===== config.mk =====
export PLATFORM = sky130hd
export DESIGN_NAME = router_1xn
export DESIGN_NICKNAME = d
export VERILOG_FILES = /design/src/rtl/router_pkg.sv /design/src/rtl/router_fifo.sv /design/src/rtl/router_1xn.sv
export SDC_FILE = /design/constraint.sdc
export NUM_CORES = 1
export LEC_CHECK = 0
export ABC_CLOCK_PERIOD_IN_PS = 3520
export CAP_MARGIN = 20
export CORE_ASPECT_RATIO = 1.25
export CORE_MARGIN = 8
export CORE_UTILIZATION = 64
export CTS_BUF_LIST = sky130_fd_sc_hd__clkbuf_4
export DETAILED_ROUTE_END_ITERATION = 12
export PLACE_DENSITY = 0.85
export SYNTH_ARGS = -nofsm -noshare
export SYNTH_HDL_FRONTEND = slang
export SYNTH_SLANG_ARGS = --single-unit

===== constraint.sdc =====
create_clock -name clk -period 3.52 [get_ports clk]
set_input_delay 0.704 -clock clk [delete_from_list [all_inputs] [get_ports clk]]
set_output_delay 0.704 -clock clk [all_outputs]
set_load 0.01 [all_outputs]

===== src/rtl/router_pkg.sv =====
// Shared definitions for the 1xN packet router: FSM state codes and
// small helpers for header decoding and derived widths.
package router_pkg;

   // FSM state encodings
   localparam logic [1:0] ST_IDLE   = 2'd0;
   localparam logic [1:0] ST_LOAD   = 2'd1;
   localparam logic [1:0] ST_PARITY = 2'd2;
   localparam logic [1:0] ST_DROP   = 2'd3;

   // Address field width: enough bits to name every port, never fewer than one
   function automatic int calcAw(input int numPorts);
      return (numPorts <= 2) ? 1 : $clog2(numPorts);
   endfunction

   // Pointer width for a power-of-two FIFO, never fewer than one bit
   function automatic int calcPtrW(input int depth);
      return (depth <= 2) ? 1 : $clog2(depth);
   endfunction

   // Extract an unsigned bit field of a header word, right-aligned
   function automatic logic [31:0] hdrField(input logic [31:0] hdr,
                                           input int          lsb,
                                           input int          width);
      logic [31:0] mask;
      mask = (width >= 32) ? '1 : ((32'd1 << width) - 32'd1);
      return (hdr >> lsb) & mask;
   endfunction

endpackage


===== src/rtl/router_fifo.sv =====
// Synchronous FIFO with first-word-fall-through read and a synchronous
// flush. The head word is forced to zero while the FIFO is empty so the
// router output never shows stale storage.
module router_fifo
   import router_pkg::*;
#(
   parameter int DW    = 8,
   parameter int DEPTH = 16
) (
   input  logic          clk,
   input  logic          rst,
   input  logic          flush_i,
   input  logic          wr_en_i,
   input  logic [DW-1:0] wr_data_i,
   input  logic          rd_en_i,
   output logic [DW-1:0] rd_data_o,
   output logic          full_o,
   output logic          empty_o
);

   localparam int PW = calcPtrW(DEPTH);

   logic [DW-1:0] mem_q [DEPTH];
   logic [PW:0]   wptr_q, wptr_d;
   logic [PW:0]   rptr_q, rptr_d;
   logic          wrFire;
   logic          rdFire;

   // Status flags, head word and next pointer values; flush wins over traffic
   always_comb begin
      empty_o   = (wptr_q == rptr_q);
      full_o    = (wptr_q[PW] != rptr_q[PW]) && (wptr_q[PW-1:0] == rptr_q[PW-1:0]);
      rd_data_o = empty_o ? '0 : mem_q[rptr_q[PW-1:0]];
      wrFire    = wr_en_i && !full_o;
      rdFire    = rd_en_i && !empty_o;
      wptr_d    = wptr_q;
      rptr_d    = rptr_q;
      if (flush_i) begin
         wptr_d = '0;
         rptr_d = '0;
      end else begin
         if (wrFire) wptr_d = wptr_q + (PW+1)'(1);
         if (rdFire) rptr_d = rptr_q + (PW+1)'(1);
      end
   end

   // Pointer registers, cleared by reset
   always_ff @(posedge clk or negedge rst) begin
      if (!rst) begin
         wptr_q <= '0;
         rptr_q <= '0;
      end else begin
         wptr_q <= wptr_d;
         rptr_q <= rptr_d;
      end
   end

   // Storage array; contents are meaningless until written, so no reset
   always_ff @(posedge clk) begin
      if (wrFire && !flush_i) mem_q[wptr_q[PW-1:0]] <= wr_data_i;
   end

endmodule


===== src/rtl/router_1xn.sv =====
// Length-framed packet router: one byte-stream input steered into
// NUM_PORTS FWFT output FIFOs by the header address. Out-of-range
// addresses are consumed and dropped, parity is checked against a running
// XOR, and a port whose reader stalls for TIMEOUT cycles is soft-flushed.
module router_1xn
   import router_pkg::*;
#(
   parameter int DW        = 8,
   parameter int NUM_PORTS = 3,
   parameter int DEPTH     = 16,
   parameter int TIMEOUT   = 30
) (
   input  logic                    clk,
   input  logic                    rst,
   input  logic [DW-1:0]           data,
   input  logic                    pkt_valid,
   input  logic [NUM_PORTS-1:0]    rd_en,
   output logic [NUM_PORTS-1:0]    vld_out,
   output logic [NUM_PORTS*DW-1:0] dout,
   output logic                    busy,
   output logic                    err
);

   localparam int AW = calcAw(NUM_PORTS);
   localparam int LW = DW - AW;
   localparam int RW = LW + 1;
   localparam int PW = 2 ** AW;
   localparam int CW = $clog2(TIMEOUT + 1);

   logic [1:0]    state_q, state_d;
   logic [AW-1:0] addr_q, addr_d;
   logic [RW-1:0] rem_q, rem_d;
   logic [DW-1:0] par_q, par_d;
   logic          err_q, err_d;

   logic [NUM_PORTS-1:0][CW-1:0] cnt_q, cnt_d;
   logic [NUM_PORTS-1:0] full, empty, wrEn, flush, stall;
   logic [PW-1:0]        fullPad, flushPad;

   logic [AW-1:0] hdrAddr;
   logic [LW-1:0] hdrLen;
   logic          hdrValid;
   logic [AW-1:0] tgtAddr;
   logic          tgtFlush;
   logic          accept;
   logic          writing;

   // Header field decode and per-port flags padded to the full address space
   always_comb begin
      hdrAddr  = AW'(hdrField(32'(data), 0, AW));
      hdrLen   = LW'(hdrField(32'(data), AW, LW));
      hdrValid = int'(hdrAddr) < NUM_PORTS;
      fullPad  = '0;
      flushPad = '0;
      fullPad[NUM_PORTS-1:0]  = full;
      flushPad[NUM_PORTS-1:0] = flush;
   end

   // Backpressure, word acceptance and per-port write enables
   always_comb begin
      busy = 1'b0;
      case (state_q)
         ST_IDLE:             busy = pkt_valid && hdrValid && fullPad[hdrAddr];
         ST_LOAD, ST_PARITY:  busy = fullPad[addr_q];
         default:             busy = 1'b0;
      endcase
      accept   = ((state_q != ST_IDLE) || pkt_valid) && !busy;
      tgtAddr  = (state_q == ST_IDLE) ? hdrAddr : addr_q;
      tgtFlush = flushPad[tgtAddr];
      writing  = accept && (((state_q == ST_IDLE) && hdrValid) ||
                            (state_q == ST_LOAD) || (state_q == ST_PARITY));
      for (int i = 0; i < NUM_PORTS; i++) begin
         wrEn[i] = writing && (int'(tgtAddr) == i);
      end
   end

   // Stall timers: a port flushes on the edge its timer would reach TIMEOUT
   always_comb begin
      for (int i = 0; i < NUM_PORTS; i++) begin
         stall[i] = vld_out[i] && !rd_en[i];
         flush[i] = stall[i] && (cnt_q[i] == CW'(TIMEOUT - 1));
         cnt_d[i] = (stall[i] && !flush[i]) ? cnt_q[i] + CW'(1) : '0;
      end
   end

   // Packet framing FSM; a flush of the port being written diverts to DROP
   always_comb begin
      state_d = state_q;
      addr_d  = addr_q;
      rem_d   = rem_q;
      par_d   = par_q;
      err_d   = 1'b0;
      case (state_q)
         ST_IDLE: begin
            if (accept) begin
               addr_d = hdrAddr;
               par_d  = data;
               if (!hdrValid || tgtFlush) begin
                  rem_d   = {1'b0, hdrLen} + RW'(1);
                  state_d = ST_DROP;
               end else begin
                  rem_d   = {1'b0, hdrLen};
                  state_d = (hdrLen == '0) ? ST_PARITY : ST_LOAD;
               end
            end
         end
         ST_LOAD: begin
            if (tgtFlush) begin
               rem_d   = accept ? rem_q : rem_q + RW'(1);
               state_d = ST_DROP;
            end else if (accept) begin
               par_d = par_q ^ data;
               rem_d = rem_q - RW'(1);
               if (rem_q == RW'(1)) state_d = ST_PARITY;
            end
         end
         ST_PARITY: begin
            if (tgtFlush) begin
               if (accept) begin
                  err_d   = 1'b1;
                  state_d = ST_IDLE;
               end else begin
                  rem_d   = RW'(1);
                  state_d = ST_DROP;
               end
            end else if (accept) begin
               err_d   = (data != par_q);
               state_d = ST_IDLE;
            end
         end
         ST_DROP: begin
            if (accept) begin
               rem_d = rem_q - RW'(1);
               if (rem_q == RW'(1)) begin
                  err_d   = 1'b1;
                  state_d = ST_IDLE;
               end
            end
         end
         default: state_d = ST_IDLE;
      endcase
   end

   // Control registers and stall timers
   always_ff @(posedge clk or negedge rst) begin
      if (!rst) begin
         state_q <= ST_IDLE;
         addr_q  <= '0;
         rem_q   <= '0;
         par_q   <= '0;
         err_q   <= 1'b0;
         cnt_q   <= '0;
      end else begin
         state_q <= state_d;
         addr_q  <= addr_d;
         rem_q   <= rem_d;
         par_q   <= par_d;
         err_q   <= err_d;
         cnt_q   <= cnt_d;
      end
   end

   assign err     = err_q;
   assign vld_out = ~empty;

   for (genvar g = 0; g < NUM_PORTS; g++) begin : gPort
      router_fifo #(
         .DW    (DW),
         .DEPTH (DEPTH)
      ) uFifo (
         .clk       (clk),
         .rst       (rst),
         .flush_i   (flush[g]),
         .wr_en_i   (wrEn[g]),
         .wr_data_i (data),
         .rd_en_i   (rd_en[g]),
         .rd_data_o (dout[g*DW +: DW]),
         .full_o    (full[g]),
         .empty_o   (empty[g])
      );
   end

endmodule


==> impl_metrics.ini <==
[status]
status = finished with violations
violations = negative setup slack

[clock_tree]
clkSinkCount = 449
cts_made_buffers = 102
clock_latency_ns = 0.79
ctsRootBufferMaster = clkbuf_4
cts_max_level = 3
cts_tree = done
cts.clk_slew.worst_paths_ns = 0.08
clock_path_buffers = 3

[routing]
via_count = 12300
dr_wl_met2_um = 26300
drt_iter0_drc = 1688
wl_per_cell_um = 27.0
routed_via_density = 6.62
firstDrtPassIters = 6
antenna_left = 0
met3WireLength_um = 4720
met1_length_um = 17200
top_layer = met4
drc = 0
wirelength_um = 50300

[critical_path]
cp_cell_sequence = buf_6 > buf_12 > buf_6 > mux4_2 > mux4_2 > nor2b_4 > buf_6
cpMostUsedCell = buf_6
crit_type = flop to primary output
required_ns = 2.82
cp.arrival_ns = 2.97
max_stage_delay_ns = 0.54
worst-path-buf-inv = 4
path_max_fanout = 6
cpLargestDelayFamily = multiplexers
cp_slowest_cell = mux4_2
end_kind = primary output
startpoint_type = flop

[sta]
fin_worst_skew_ns = 0.0601
worstMarginPinSlew_ns = 0.988
hold_violations = 0
fin_ws_ns = -0.157
relSlewSlack_pct = 33.5
final.min_clock_period_ns = 3.68
timing.final.crit_share_pct = 104
tns_ns = -0.652
setup_viol_count_final = 10
grt_setup_unrepaired = true
max_freq_mhz = 272
final_max_slew_viol_count = 0

[synthesis]
syn-cell-area_sq_mm = 0.0195
yosysWarnings = 0
synth_common_cells = edfxtp_1, mux4_2, dfrtp_1, nor2_1, clkbuf_1
synthArstFlopShare_pct = 14.5
synth_top_cell_by_area = edfxtp_1
synth-edff-count = 384
synth.area.top_cells = edfxtp_1, mux4_2, dfrtp_1
yosysTopAreaCellShare_pct = 59.1
ys_seq_area_share_pct = 67.4
synth-main-ff-cell = edfxtp_1
syn_nets = 1216
syn_inst = 1172
yosys_register_bits = 449
yosysMostFrequentCell = edfxtp_1
ys_types = 71
avgSynthCellArea_sq_um = 16.6

[die]
fp.dieW_um = 172
die_area_sq_mm = 0.0364
ios = 43
die_h_um = 211
initial_core_util_pct = 65.0
core_area_sq_mm = 0.0300
fp-row-count = 71

[pwr]
static-leakage-power_nw = 8.14
powerDensity_mw_per_mm2 = 828
power_mw = 18.9
peakVddDrop_v = 0.000508

[global_routing]
track_usage_pct = 26.5
grt_max_degree = 54
first_global_vias = 12300
antenna_found_initial = 2
grt-ovfl-total = 0
grt_pass1_wl_um = 71600

[final_layout]
utilization_pct = 76.1
nets = 1417
drive_gt1_share_pct = 32.3
syn2layout_area_growth_pct = 17.0
final_area_sq_mm = 0.0228
final_cells = 1862

[placement]
dpl.cell_count = 1610
detailed_place_hpwl_um = 26800
portBuffers = 42
gp_congestion = 0.847
placed_area_sq_mm = 0.0206

[flow_run]
max_cap_violations = 0

[worst_hold_path]
hold_class = input pin to flop
-- state kept, by name (all words and copies together), names as in the netlist --
signal	cells
gPort.uFifo.wptr_q	15
gPort.uFifo.rptr_q	15
state_q	2
err	1
par_q	8
addr_q	2
rem_q	7
gPort.uFifo.mem_q	384
cnt_q	15
-- routing by layer --
layer	global-route usage [%]	vias to the layer above
met3	5.10	157
met5	0	-
met4	13.4	0
met1	32.2	6194
met2	44.6	874
li1	-	5097
-- kinds of logic (layout without fill, tap and decap cells) --
group	Yosys count	count (layout)	share of synthesized area, %
buffers and inverters	104	391	2.28
xor gates and xnor gates	57	57	2.56
and+or+nand+nor	265	265	7.39
adders and majority gates	30	30	1.92
DFF	449	449	67.4
muxes	126	126	13.2
other	0	2	0
AOI/OAI and AO/OA	141	141	5.23
-- timing repair --
item,CTS,global route
hold buffers,1,0
cloned,7,0
resized for setup,117,47
setup endpoints to repair,27,201
pin swaps,14,15
hold endpoints to repair,15,0
setup buffers,32,23
-- cell usage in the layout, fill, tap and decap left out, drive strengths merged, types with 35 or more instances in the layout --
cell / count
inv: 35
mux4: 104
clkbuf: 152
nor2: 62
clkinv: 41
buf: 143
nand3: 37
nand2: 38
edfxtp: 384
dfrtp: 65
-- power by group --
group          internal, mW  switching [mW]  leakage, nW  total [mW]
clock network          2.06            2.12        0.787        4.18
logic                  3.84            4.21         3.07        8.05
registers              6.23           0.445         4.28        6.67
total                  12.1            6.78         8.14        18.9
-- path summary, 6_finish.rpt --
path | from | endpoint | slack (ns) | depth (start not counted)
setup reg to reg | gPort[2].uFifo.rptr_q[0] | gPort[0].uFifo.mem_q[0][1] | 0.08 | 13
setup / recovery | gPort[2].uFifo.rptr_q[0] | dout[18] | -0.16 | 7
min in group asynchronous | rst | cnt_q[14] | 0.38 | 2
hold reg to reg | cnt_q[10] | cnt_q[10] | 0.50 | 1
max in group asynchronous | rst | par_q[3] | 2.39 | 3
hold / removal | data[0] | par_q[0] | 0.34 | 2
-- area by class of cell --
class	instances	area [sq um]
Clock inverter	45	231
Fill cell	1653	7190
Tap cell	401	502
Timing Repair Buffer	168	1570
Sequential cell	449	13200
Clock buffer	145	1090
Antenna cell	2	5.00
Multi-Input combinational cell	619	6150
Inverter	33	124
-- stage by stage --
| stage | worst slack [ns] | hold WS (ns) |
|---|---|---|
| 2_1_floorplan | 0.135 | 0.408 |
| 3_3_place_gp | 0.175 | 0.474 |
| 3_5_place_dp | 0.0465 | 0.483 |
| 4_1_cts | -0.141 | 0.273 |
| 5_1_grt | -0.201 | 0.288 |
| 6_report | -0.157 | 0.338 |
Power figures use the tool's default switching activity.
